--- config.mk ---
export PLATFORM = sky130hd
export DESIGN_NAME = alt_vipitc130_common_mode_select
export DESIGN_NICKNAME = d
export VERILOG_FILES = /design/src/rtl/alt_vipitc130_common_mode_select.sv
export SDC_FILE = /design/constraint.sdc
export NUM_CORES = 1
export LEC_CHECK = 0
export ABC_AREA = 1
export CAP_MARGIN = 20
export CORE_MARGIN = 2
export CORE_UTILIZATION = 50
export DETAILED_ROUTE_END_ITERATION = 12
export MAX_ROUTING_LAYER = met4
export PLACE_DENSITY = 0.78
export SYNTH_ARGS = -nofsm -noshare
export SYNTH_HDL_FRONTEND = slang
export SYNTH_SLANG_ARGS = --single-unit
--- constraint.sdc ---
create_clock -name clk -period 2.9 [get_ports clk]
set_input_delay 0.29 -clock clk [delete_from_list [all_inputs] [get_ports clk]]
set_output_delay 0.29 -clock clk [all_outputs]
set_load 0.01 [all_outputs]
--- src/rtl/alt_vipitc130_common_mode_select.sv ---
// Mode selector: one-hot match -> binary mode, debounced, committed at start-of-frame.
// Optional multi-hot rejection and sticky error flag: define MODE_SELECT_MULTI_HOT_CHECK_EN.
module alt_vipitc130_common_mode_select #(
  parameter int unsigned NO_OF_MODES      = 3,
  parameter int unsigned LOG2_NO_OF_MODES = 2,
  parameter int unsigned STABLE_COUNT     = 4,
  parameter int unsigned STABLE_CNT_WIDTH = 3
) (
  input  logic                        clk,
  input  logic                        rst,
  input  logic                        match_valid,
  input  logic [NO_OF_MODES-1:0]      match,
  input  logic                        sof,
  output logic [LOG2_NO_OF_MODES-1:0] mode,
  output logic                        mode_change_valid,
  input  logic                        mode_change_ack,
  output logic                        locked,
  output logic                        multi_hot_err
);

  typedef enum logic [1:0] {StLocked, StWaitSof, StNotify} state_e;

  localparam logic [STABLE_CNT_WIDTH-1:0] CntMax = STABLE_CNT_WIDTH'(STABLE_COUNT);

  state_e                      state_q, state_d;
  logic [LOG2_NO_OF_MODES-1:0] enc;
  logic [LOG2_NO_OF_MODES-1:0] cand_q;
  logic                        cand_v;
  logic                        sample_ok;
  logic [LOG2_NO_OF_MODES-1:0] pending_q, pending_d;
  logic [STABLE_CNT_WIDTH-1:0] cnt_q, cnt_d;
  logic                        cand_diff;
  logic                        stable;
  logic [LOG2_NO_OF_MODES-1:0] mode_q, mode_d;
  logic                        valid_q, valid_d;
  logic                        locked_q, locked_d;

  // Lowest set bit wins: scan from the top so the last hit is the lowest index.
  always_comb begin
    enc = '0;
    for (int i = int'(NO_OF_MODES) - 1; i >= 0; i--) begin
      if (match[i]) enc = LOG2_NO_OF_MODES'(i + 1);
    end
  end

`ifdef MODE_SELECT_MULTI_HOT_CHECK_EN
  logic multi_hot;
  logic err_q;

  assign multi_hot = |(match & (match - NO_OF_MODES'(1)));
  assign sample_ok = match_valid & ~multi_hot;

  always_ff @(posedge clk or posedge rst) begin
    if (rst) begin
      err_q <= 1'b0;
    end else if (match_valid && multi_hot) begin
      err_q <= 1'b1;
    end
  end

  assign multi_hot_err = err_q;
`else
  assign sample_ok     = match_valid;
  assign multi_hot_err = 1'b0;
`endif

  // Stage 1: registered encode
  always_ff @(posedge clk or posedge rst) begin
    if (rst) begin
      cand_q <= '0;
      cand_v <= 1'b0;
    end else begin
      cand_v <= sample_ok;
      if (sample_ok) cand_q <= enc;
    end
  end

  // Stage 2: run-length tracking of the candidate, saturating at CntMax
  always_comb begin
    pending_d = pending_q;
    cnt_d     = cnt_q;
    cand_diff = cand_v && (cand_q != pending_q);
    if (cand_v) begin
      if (cand_diff) begin
        pending_d = cand_q;
        cnt_d     = STABLE_CNT_WIDTH'(1);
      end else if (cnt_q != CntMax) begin
        cnt_d = cnt_q + STABLE_CNT_WIDTH'(1);
      end
    end
    stable = (cnt_d == CntMax);
  end

  always_ff @(posedge clk or posedge rst) begin
    if (rst) begin
      pending_q <= '0;
      cnt_q     <= '0;
    end else begin
      pending_q <= pending_d;
      cnt_q     <= cnt_d;
    end
  end

  always_ff @(posedge clk or posedge rst) begin
    if (rst) begin
      state_q  <= StLocked;
      mode_q   <= '0;
      valid_q  <= 1'b0;
      locked_q <= 1'b0;
    end else begin
      state_q  <= state_d;
      mode_q   <= mode_d;
      valid_q  <= valid_d;
      locked_q <= locked_d;
    end
  end

  always_comb begin
    state_d = state_q;
    unique case (state_q)
      StLocked:  if (stable && (pending_d != mode_q)) state_d = StWaitSof;
      StWaitSof: begin
        if (cand_diff) state_d = StLocked;
        else if (sof)  state_d = StNotify;
      end
      StNotify:  if (mode_change_ack) state_d = StLocked;
      default:   state_d = StLocked;
    endcase
  end

  // Pending cannot move while committing: any differing sample leaves StWaitSof instead.
  always_comb begin
    mode_d   = mode_q;
    valid_d  = valid_q;
    locked_d = (state_q == StLocked) && (cnt_q == CntMax) && (pending_q == mode_q);
    if (state_q == StWaitSof && state_d == StNotify) begin
      mode_d  = pending_q;
      valid_d = 1'b1;
    end else if (state_q == StNotify && state_d == StLocked) begin
      valid_d = 1'b0;
    end
  end

  assign mode              = mode_q;
  assign mode_change_valid = valid_q;
  assign locked            = locked_q;

endmodule

==> results of run 1 <==
==> logic make-up after synthesis <==
logic type / share of synthesized area (%)
XOR/XNOR: 2.292
buffers and inverters: 11.29
other: 0.4905
AO/OA/AOI/OAI: 10.64
adder cells (fa/ha/maj): 3.273
AND/OR/NAND/NOR: 26.19
flip-flops: 45.83
==> worst max path at each step <==
| stage | start | endpoint | slack [ps] | cells past startpoint |
|---|---|---|---|---|
| 3_3_place_gp | sof | state_q[0] | 1610 | 4 |
| 4_1_cts | mode[0] | mode[0] | 1320 | 1 |
| 6_report | mode[0] | mode[0] | 1330 | 1 |
| 3_5_place_dp | cnt_q[0] | state_q[0] | 1560 | 9 |
| 2_1_floorplan | cnt_q[0] | state_q[0] | 1740 | 9 |
| 5_1_grt | mode[0] | mode[0] | 1260 | 1 |
==> layer usage <==
layer  global-route usage [%]  part of all wire (%)  wire length, µm
met1                    21.89                    44              602
met2                    31.64                    50              685
met3                    2.553                   3.2               43
met4                    9.091                   2.1               29
met5                        -                     0                0
==> power by group <==
group	switching [W]	internal (W)	leakage [nW]	total (W)
Clock	0.0000651	0.0000765	0.0210	0.000142
Sequential	0.0000354	0.000231	0.177	0.000267
Combinational	0.0000931	0.0000939	0.303	0.000187
==> cell usage in the layout (no fill, tap or decap), types with 3 or more instances in the layout <==
| cell type | n |
|---|---|
| clkbuf_4 | 3 |
| clkdlybuf4s50_1 | 11 |
| dfrtp_1 | 14 |
| inv_1 | 17 |
| nand2_1 | 33 |
| nand3_1 | 3 |
| nor2_1 | 3 |
| o21ai_0 | 5 |
==> worst reg2reg max path: cells and delay by family, from the launching register on <==
family,cells,cell delay [ps]
AO/OA/AOI/OAI,1,100
flip-flops,1,620
buffers and inverters,1,150
AND/OR/NAND/NOR,6,410
==> registers in the layout (all words and copies together) (netlist names) <==
signal	cells
mode_change_valid	1
locked	1
cnt_q	3
mode	2
pending_q	2
state_q	2
cand_v	1
cand_q	2
==> cell type report <==
cell class	instances	share of cell area, %
multi-input cells	64	35.94
flip-flops and latches	14	38.41
well taps	16	2.195
inverters	18	7.407
repair buffers	11	12.07
clock buffers	4	3.978
==> through the flow <==
stage | power (W) | instances | instance area [µm²] | hold WS, ps
2_1_floorplan | 0.0003875 | 98 | 764.5 | 179.2
6_report | 0.0005954 | 127 | 912.1 | 335.2
5_1_grt | 0.0006417 | 127 | 912.1 | 393.3
3_5_place_dp | 0.0004590 | 123 | 875.8 | 491.1
4_1_cts | 0.0006004 | 127 | 912.1 | 359.1
3_3_place_gp | 0.0004506 | 123 | 875.8 | 491.4
==> results.yml, run 1 <==
layout:
  fin_util_pct: 61.99
  regArea_um2: 350.3
  nNetsFinal: 122
  fillerInstances: 151
  multi_input_area_um2: 327.8
  antenna_cells: 0
  final_layout_size_suffix_gt1_share_pct: 10.81
  area_delta_synth_final_pct: 19.31
sta:
  clock_skew_ps: 4.186
  slew_violations: 0
  fmax_mhz: 638.2
  rsz0062_at_grt: "false"
  finalSetupTns_ps: 0
  finalCritPeriodShare_pct: 54.03
  setup_viol: 0
  fin_crit_ps: 1567
  hold_violations: 0
  worstMarginPinSlew_ps: 526.9
  relSlewSlack_pct: 64.83
  timing.final.ws_setup_ps: 1333
cts:
  cts_setup_buffers: 0
  htree_levels: 1
  worstSkewPairLatency_ps: 280
  cts-root-buf: "clkbuf_4"
  cts_sinks: 14
  clk_pin_slew_ps: 90
  cts_tree: "built"
  numCtsBuffers: 3
  cts_hold_buf: 0
  clk_path_buf_depth: 2
  postCtsResizedCells: 0
synthesis:
  ys_warn_count: 0
  synth.distinct_cells: 24
  ys_ff_latch: 14
  synthTopCellsByArea: "dfrtp_1 46%, nand2_1 16%, inv_1 8.3%"
  syn-instance-count: 98
  synth-main-ff-cell: "dfrtp_1"
  yosysMostFrequentCell: "nand2_1"
  synth_common_cells: "33 x nand2_1, 17 x inv_1, 14 x dfrtp_1"
  syn_area_per_cell_um2: 7.801
  synth_top_area_share_pct: 45.83
  async_reset_ff_share_pct: 100.0
  syn-num-nets: 108
  netlist_area_um2: 764.5
  yosysSeqAreaShare_pct: 45.83
  synth_edf_count: 0
  synth_area_leader_cell: "dfrtp_1"
floorplanning:
  fp.dieW_um: 43.10
  die-area_um2: 1858
  die_h_um: 43.10
  initial_core_util_pct: 51.96
  core_area_um2: 1471
  rows: 14
  io_pins: 13
critical_path:
  endpoint_kind: "primary output"
  rr_worst_depth: 8
  crit_family: "buffers and inverters"
  rr_endpoint: "state_q[0]"
  cp_num_buf_inv: 1
  cp-start-kind: "register"
  critPathKind: "register to primary output"
  critPathRequiredTime_ps: 2610
  slowest_delay_ps: 570
  reg2reg_slack_ps: 1570
  path_cells: "clkdlybuf4s50_1"
  crit_arrival_ps: 1280
  cp_max_fo: 5
  reg2reg_from: "cand_v"
  critPathSlowestCell: "clkdlybuf4s50_1"
placement:
  post-place-ws_ps: 1562
  portBuffers: 11
  post-dp-hpwl_um: 1058
  place.gp.congestion: 0.7947
global_route:
  grt_pass1_wl_um: 2490
  grt_max_degree: 15
  grt_use_total_pct: 18.82
  grt_overflow_total: 0
  first_global_vias: 621
  antenna_found_initial: 0
detailed_routing:
  drc_errors: 0
  dr.pass1.iters: 4
  wirelength_um: 1361
  drtIter0Drc: 10
  vias: 628
  wire_per_inst_um: 10.72
  via_per_inst: 4.945
  ant_nets: 0
power:
  peakVddDrop_uv: 375.9
  power_per_cell_area_nw_per_um2: 652.7
  p_leak_nw: 0.5013
hold_path:
  min_path_type: "input pin to async pin"
run_status:
  outcome: "complete, no violations"
run:
  max-cap-violations: 0
Power figures use the tool's default switching activity.
==> run 2, diff against run 1 <==
Settings changed: CORE_UTILIZATION 50 to 45, PLACE_DENSITY 0.78 to 0.74.
Clock period 2.9 ns to 1.4 ns, I/O delays scaled along.
==> results.yml, run 2 (synthesis gave the netlist of run 1 again) <==
layout:
  antenna_cells: 0
  final_cell_mix: "33 x nand2_1, 17 x inv_1, 13 x dfrtp_1"
  area_delta_synth_final_pct: 21.60
  layout_commonest_cell: "nand2_1"
  final_layout_size_suffix_gt1_share_pct: 14.04
  regArea_um2: 351.6
  nNetsFinal: 126
  multi_input_area_um2: 327.8
  stdcell_area_um2: 929.6
  fillerInstances: 139
  regMostFlops: "cnt_q"
  largest_reg_flops: 3
  layout.cells.non_filler: 130
floorplanning:
  fp.dieW_um: 45.22
  io_pins: 13
  rows: 14
  die_h_um: 45.22
  initial_core_util_pct: 49.59
  die-area_um2: 2044
  core_area_um2: 1541
critical_path:
  critPathSlowestCell: "clkdlybuf4s50_1"
  rr_endpoint: "state_q[0]"
  slowest_delay_ps: 540
  crit_family: "buffers and inverters"
  reg2reg_from: "cnt_q[0]"
  endpoint_kind: "primary output"
  path_cells: "clkdlybuf4s50_1"
  cp-start-kind: "register"
  crit_arrival_ps: 1180
  rr_worst_depth: 7
  critPathRequiredTime_ps: 1260
  cp_num_buf_inv: 1
  reg2reg_slack_ps: 90
  critPathKind: "register to primary output"
  cp_max_fo: 2
detailed_routing:
  vias: 640
  via_per_inst: 4.923
  drc_errors: 0
  wire_per_inst_um: 10.70
  drtIter0Drc: 17
  wirelength_um: 1391
  dr.pass1.iters: 5
  ant_nets: 0
sta:
  setup_viol: 0
  worstMarginPinSlew_ps: 515.7
  fin_crit_ps: 1323
  fmax_mhz: 755.7
  finalCritPeriodShare_pct: 94.52
  hold_violations: 0
  relSlewSlack_pct: 65.58
  rsz0062_at_grt: "false"
  finalSetupTns_ps: 0
  timing.final.ws_setup_ps: 76.70
  clock_skew_ps: 1.736
  slew_violations: 0
placement:
  placed_cell_area_um2: 883.3
  portBuffers: 11
  placed_cells: 124
  post-place-ws_ps: 113.1
  post-dp-hpwl_um: 1053
  place.gp.congestion: 0.7810
power:
  peakVddDrop_uv: 866.6
  total_power_w: 0.001218
  p_leak_nw: 0.5130
  power_per_cell_area_nw_per_um2: 1310
cts:
  numCtsBuffers: 3
  cts_tree: "built"
  worstSkewPairLatency_ps: 280
  cts-root-buf: "clkbuf_4"
  htree_levels: 1
  clk_pin_slew_ps: 80
  clk_path_buf_depth: 2
  cts_hold_buf: 0
  cts_sinks: 14
global_route:
  first_global_vias: 618
  grt_use_total_pct: 17.99
  grt_pass1_wl_um: 2504
  antenna_found_initial: 0
  grt_overflow_total: 0
  grt_max_degree: 15
run:
  max-cap-violations: 0
run_status:
  outcome: "complete, no violations"
hold_path:
  min_path_type: "input pin to async pin"
[run 2: changes by cell type in the layout (fill, tap and decap cells not counted), sizes merged]
cell,delta
buf,+4
clkbuf,-1
[run 2: how the worst max path moves through the flow]
| stage | start | to | slack, ps | cells after the start |
|---|---|---|---|---|
| floorplan | cnt_q[0] | state_q[0] | 240 | 9 |
| global placement | cnt_q[0] | state_q[0] | 190 | 9 |
| detailed placement | cnt_q[0] | state_q[0] | 110 | 9 |
| CTS | mode[1] | mode[1] | 80 | 1 |
| global route | pending_q[1] | mode[0] | 20 | 8 |
| finish | mode[1] | mode[1] | 80 | 1 |
[run 2: timing repair]
item / 4_1_cts / 5_1_grt
setup buffers: 2 / 1
gates resized for setup: 0 / 1
setup endpoints to repair: 2 / 1
[run 2: metal layers]
| layer | track usage (%) | up-vias | part of all wire, % |
|---|---|---|---|
| met5 | - | - | 0 |
| met4 | 8.824 | 0 | 1.4 |
| met3 | 2.400 | 2 | 3.2 |
| met2 | 30.00 | 14 | 52 |
| met1 | 21.17 | 289 | 43 |
| li1 | - | 335 | - |
[run 2: through the flow]
step	utilization, %	hold slack, ps
global placement	57.31	489.7
finish	60.31	183.4
detailed placement	57.31	491.7
CTS	59.74	210.3
global route	60.31	262.0
floorplan	-	29.22
[run 2: where the power goes]
| group | total [W] | switching, W | internal (W) | leakage (nW) |
|---|---|---|---|---|
| clock | 0.000227 | 0.000127 | 0.0000999 | 0.0138 |
| combinational | 0.000460 | 0.000230 | 0.000231 | 0.323 |
| sequential | 0.000530 | 0.0000507 | 0.000480 | 0.176 |
| total | 0.00122 | 0.000407 | 0.000810 | 0.513 |
[run 2: cell type report]
| type | count | share of cell area [%] |
|---|---|---|
| multi-input cells | 64 | 35.26 |
| repair buffers | 15 | 15.07 |
| flip-flops and latches | 14 | 37.82 |
| clock buffers | 3 | 2.423 |
| inverters | 18 | 7.268 |
| well taps | 16 | 2.153 |
==> run 3, diff against run 2 <==
Settings changed: CORE_MARGIN 2 to not set.
==> results.yml, run 3 (synthesis gave the netlist of run 1 again) <==
run_status:
  outcome: "complete, no violations"
detailed_routing:
  dr.pass1.iters: 4
  drtIter0Drc: 23
  vias: 648
  ant_nets: 0
  drc_errors: 0
  wire_per_inst_um: 11.12
  wirelength_um: 1457
  via_per_inst: 4.947
layout:
  regMostFlops: "cnt_q"
  fillerInstances: 145
  regArea_um2: 350.3
  final_layout_size_suffix_gt1_share_pct: 13.91
  largest_reg_flops: 3
  area_delta_synth_final_pct: 23.24
  layout_commonest_cell: "nand2_1"
  nNetsFinal: 126
  stdcell_area_um2: 942.2
  multi_input_area_um2: 327.8
  antenna_cells: 0
  layout.cells.non_filler: 131
  final_cell_mix: "33 x nand2_1, 17 x inv_1, 14 x dfrtp_1"
floorplanning:
  die_h_um: 43.22
  die-area_um2: 1868
  io_pins: 13
  initial_core_util_pct: 49.59
  fp.dieW_um: 43.22
  core_area_um2: 1541
  rows: 14
hold_path:
  min_path_type: "input pin to async pin"
global_route:
  antenna_found_initial: 0
  grt_overflow_total: 0
  grt_max_degree: 15
  grt_pass1_wl_um: 2470
  grt_use_total_pct: 18.55
  first_global_vias: 610
power:
  p_leak_nw: 0.5212
  peakVddDrop_uv: 863.0
  power_per_cell_area_nw_per_um2: 1360
  total_power_w: 0.001281
sta:
  finalCritPeriodShare_pct: 95.33
  fin_crit_ps: 1335
  timing.final.ws_setup_ps: 65.38
  rsz0062_at_grt: "false"
  finalSetupTns_ps: 0
  clock_skew_ps: 4.837
  slew_violations: 0
  hold_violations: 0
  relSlewSlack_pct: 64.61
  setup_viol: 0
  worstMarginPinSlew_ps: 530.3
  fmax_mhz: 749.3
critical_path:
  critPathRequiredTime_ps: 1260
  cp_num_buf_inv: 1
  cp_max_fo: 2
  critPathSlowestCell: "clkdlybuf4s50_1"
  crit_arrival_ps: 1190
  cp-start-kind: "register"
  critPathKind: "register to primary output"
  path_cells: "clkdlybuf4s50_1"
  crit_family: "buffers and inverters"
  endpoint_kind: "primary output"
  slowest_delay_ps: 540
placement:
  post-dp-hpwl_um: 1096
  placed_cell_area_um2: 883.3
  placed_cells: 124
  post-place-ws_ps: 128.6
  portBuffers: 11
  place.gp.congestion: 0.8172
cts:
  cts_tree: "built"
  clk_path_buf_depth: 2
  clk_pin_slew_ps: 80
  cts_hold_buf: 0
  worstSkewPairLatency_ps: 280
  numCtsBuffers: 3
  cts_sinks: 14
  htree_levels: 1
  cts-root-buf: "clkbuf_4"
run:
  max-cap-violations: 0
## run 3: path summary, 6_finish.rpt
check / from / end / slack [ps] / cells past startpoint
worst max-delay path: mode[1] / mode[1] / 70 / 1
worst max register to register: cnt_q[0] / state_q[0] / 120 / 9
min in group clk: match_valid / cand_v / 330 / 1
worst min register to register: mode_change_valid / mode_change_valid / 520 / 2
worst min-delay path: rst / cand_q[0] / 190 / 2
max in group asynchronous: rst / cnt_q[1] / 850 / 2
## run 3: power by group
part / switching, W / total (W) / internal, W
clock: 0.000132 / 0.000290 / 0.000158
combinational: 0.000229 / 0.000459 / 0.000230
sequential: 0.0000531 / 0.000532 / 0.000479
total: 0.000414 / 0.00128 / 0.000868
## run 3: layer usage
layer,GRT usage [%],vias to the layer above,wire (µm)
met5,-,-,0
met4,10.91,0,35
met3,1.277,5,36
met2,32.24,12,771
met1,20.54,297,614
li1,-,334,-
## run 3: final cells by class
| cell class | count | share of cell area (%) |
|---|---|---|
| Clock buffer | 4 | 3.851 |
| Inverter | 18 | 7.171 |
| Multi-Input combinational cell | 64 | 34.79 |
| Sequential cell | 14 | 37.18 |
| Tap cell | 16 | 2.125 |
| Timing Repair Buffer | 15 | 14.87 |
## run 3: through the flow
| step | hold WS, ps | utilization, % |
|---|---|---|
| floorplan | 29.22 | - |
| global placement | 492.4 | 57.31 |
| detailed placement | 493.2 | 57.31 |
| CTS | 217.9 | 60.63 |
| global route | 258.5 | 61.12 |
| finish | 191.3 | 61.12 |
## run 3: timing repair
item,in CTS,in global routing
setup endpoints to repair,2,1
gates resized for setup,0,0
buffers inserted,2,1
gates cloned,0,0
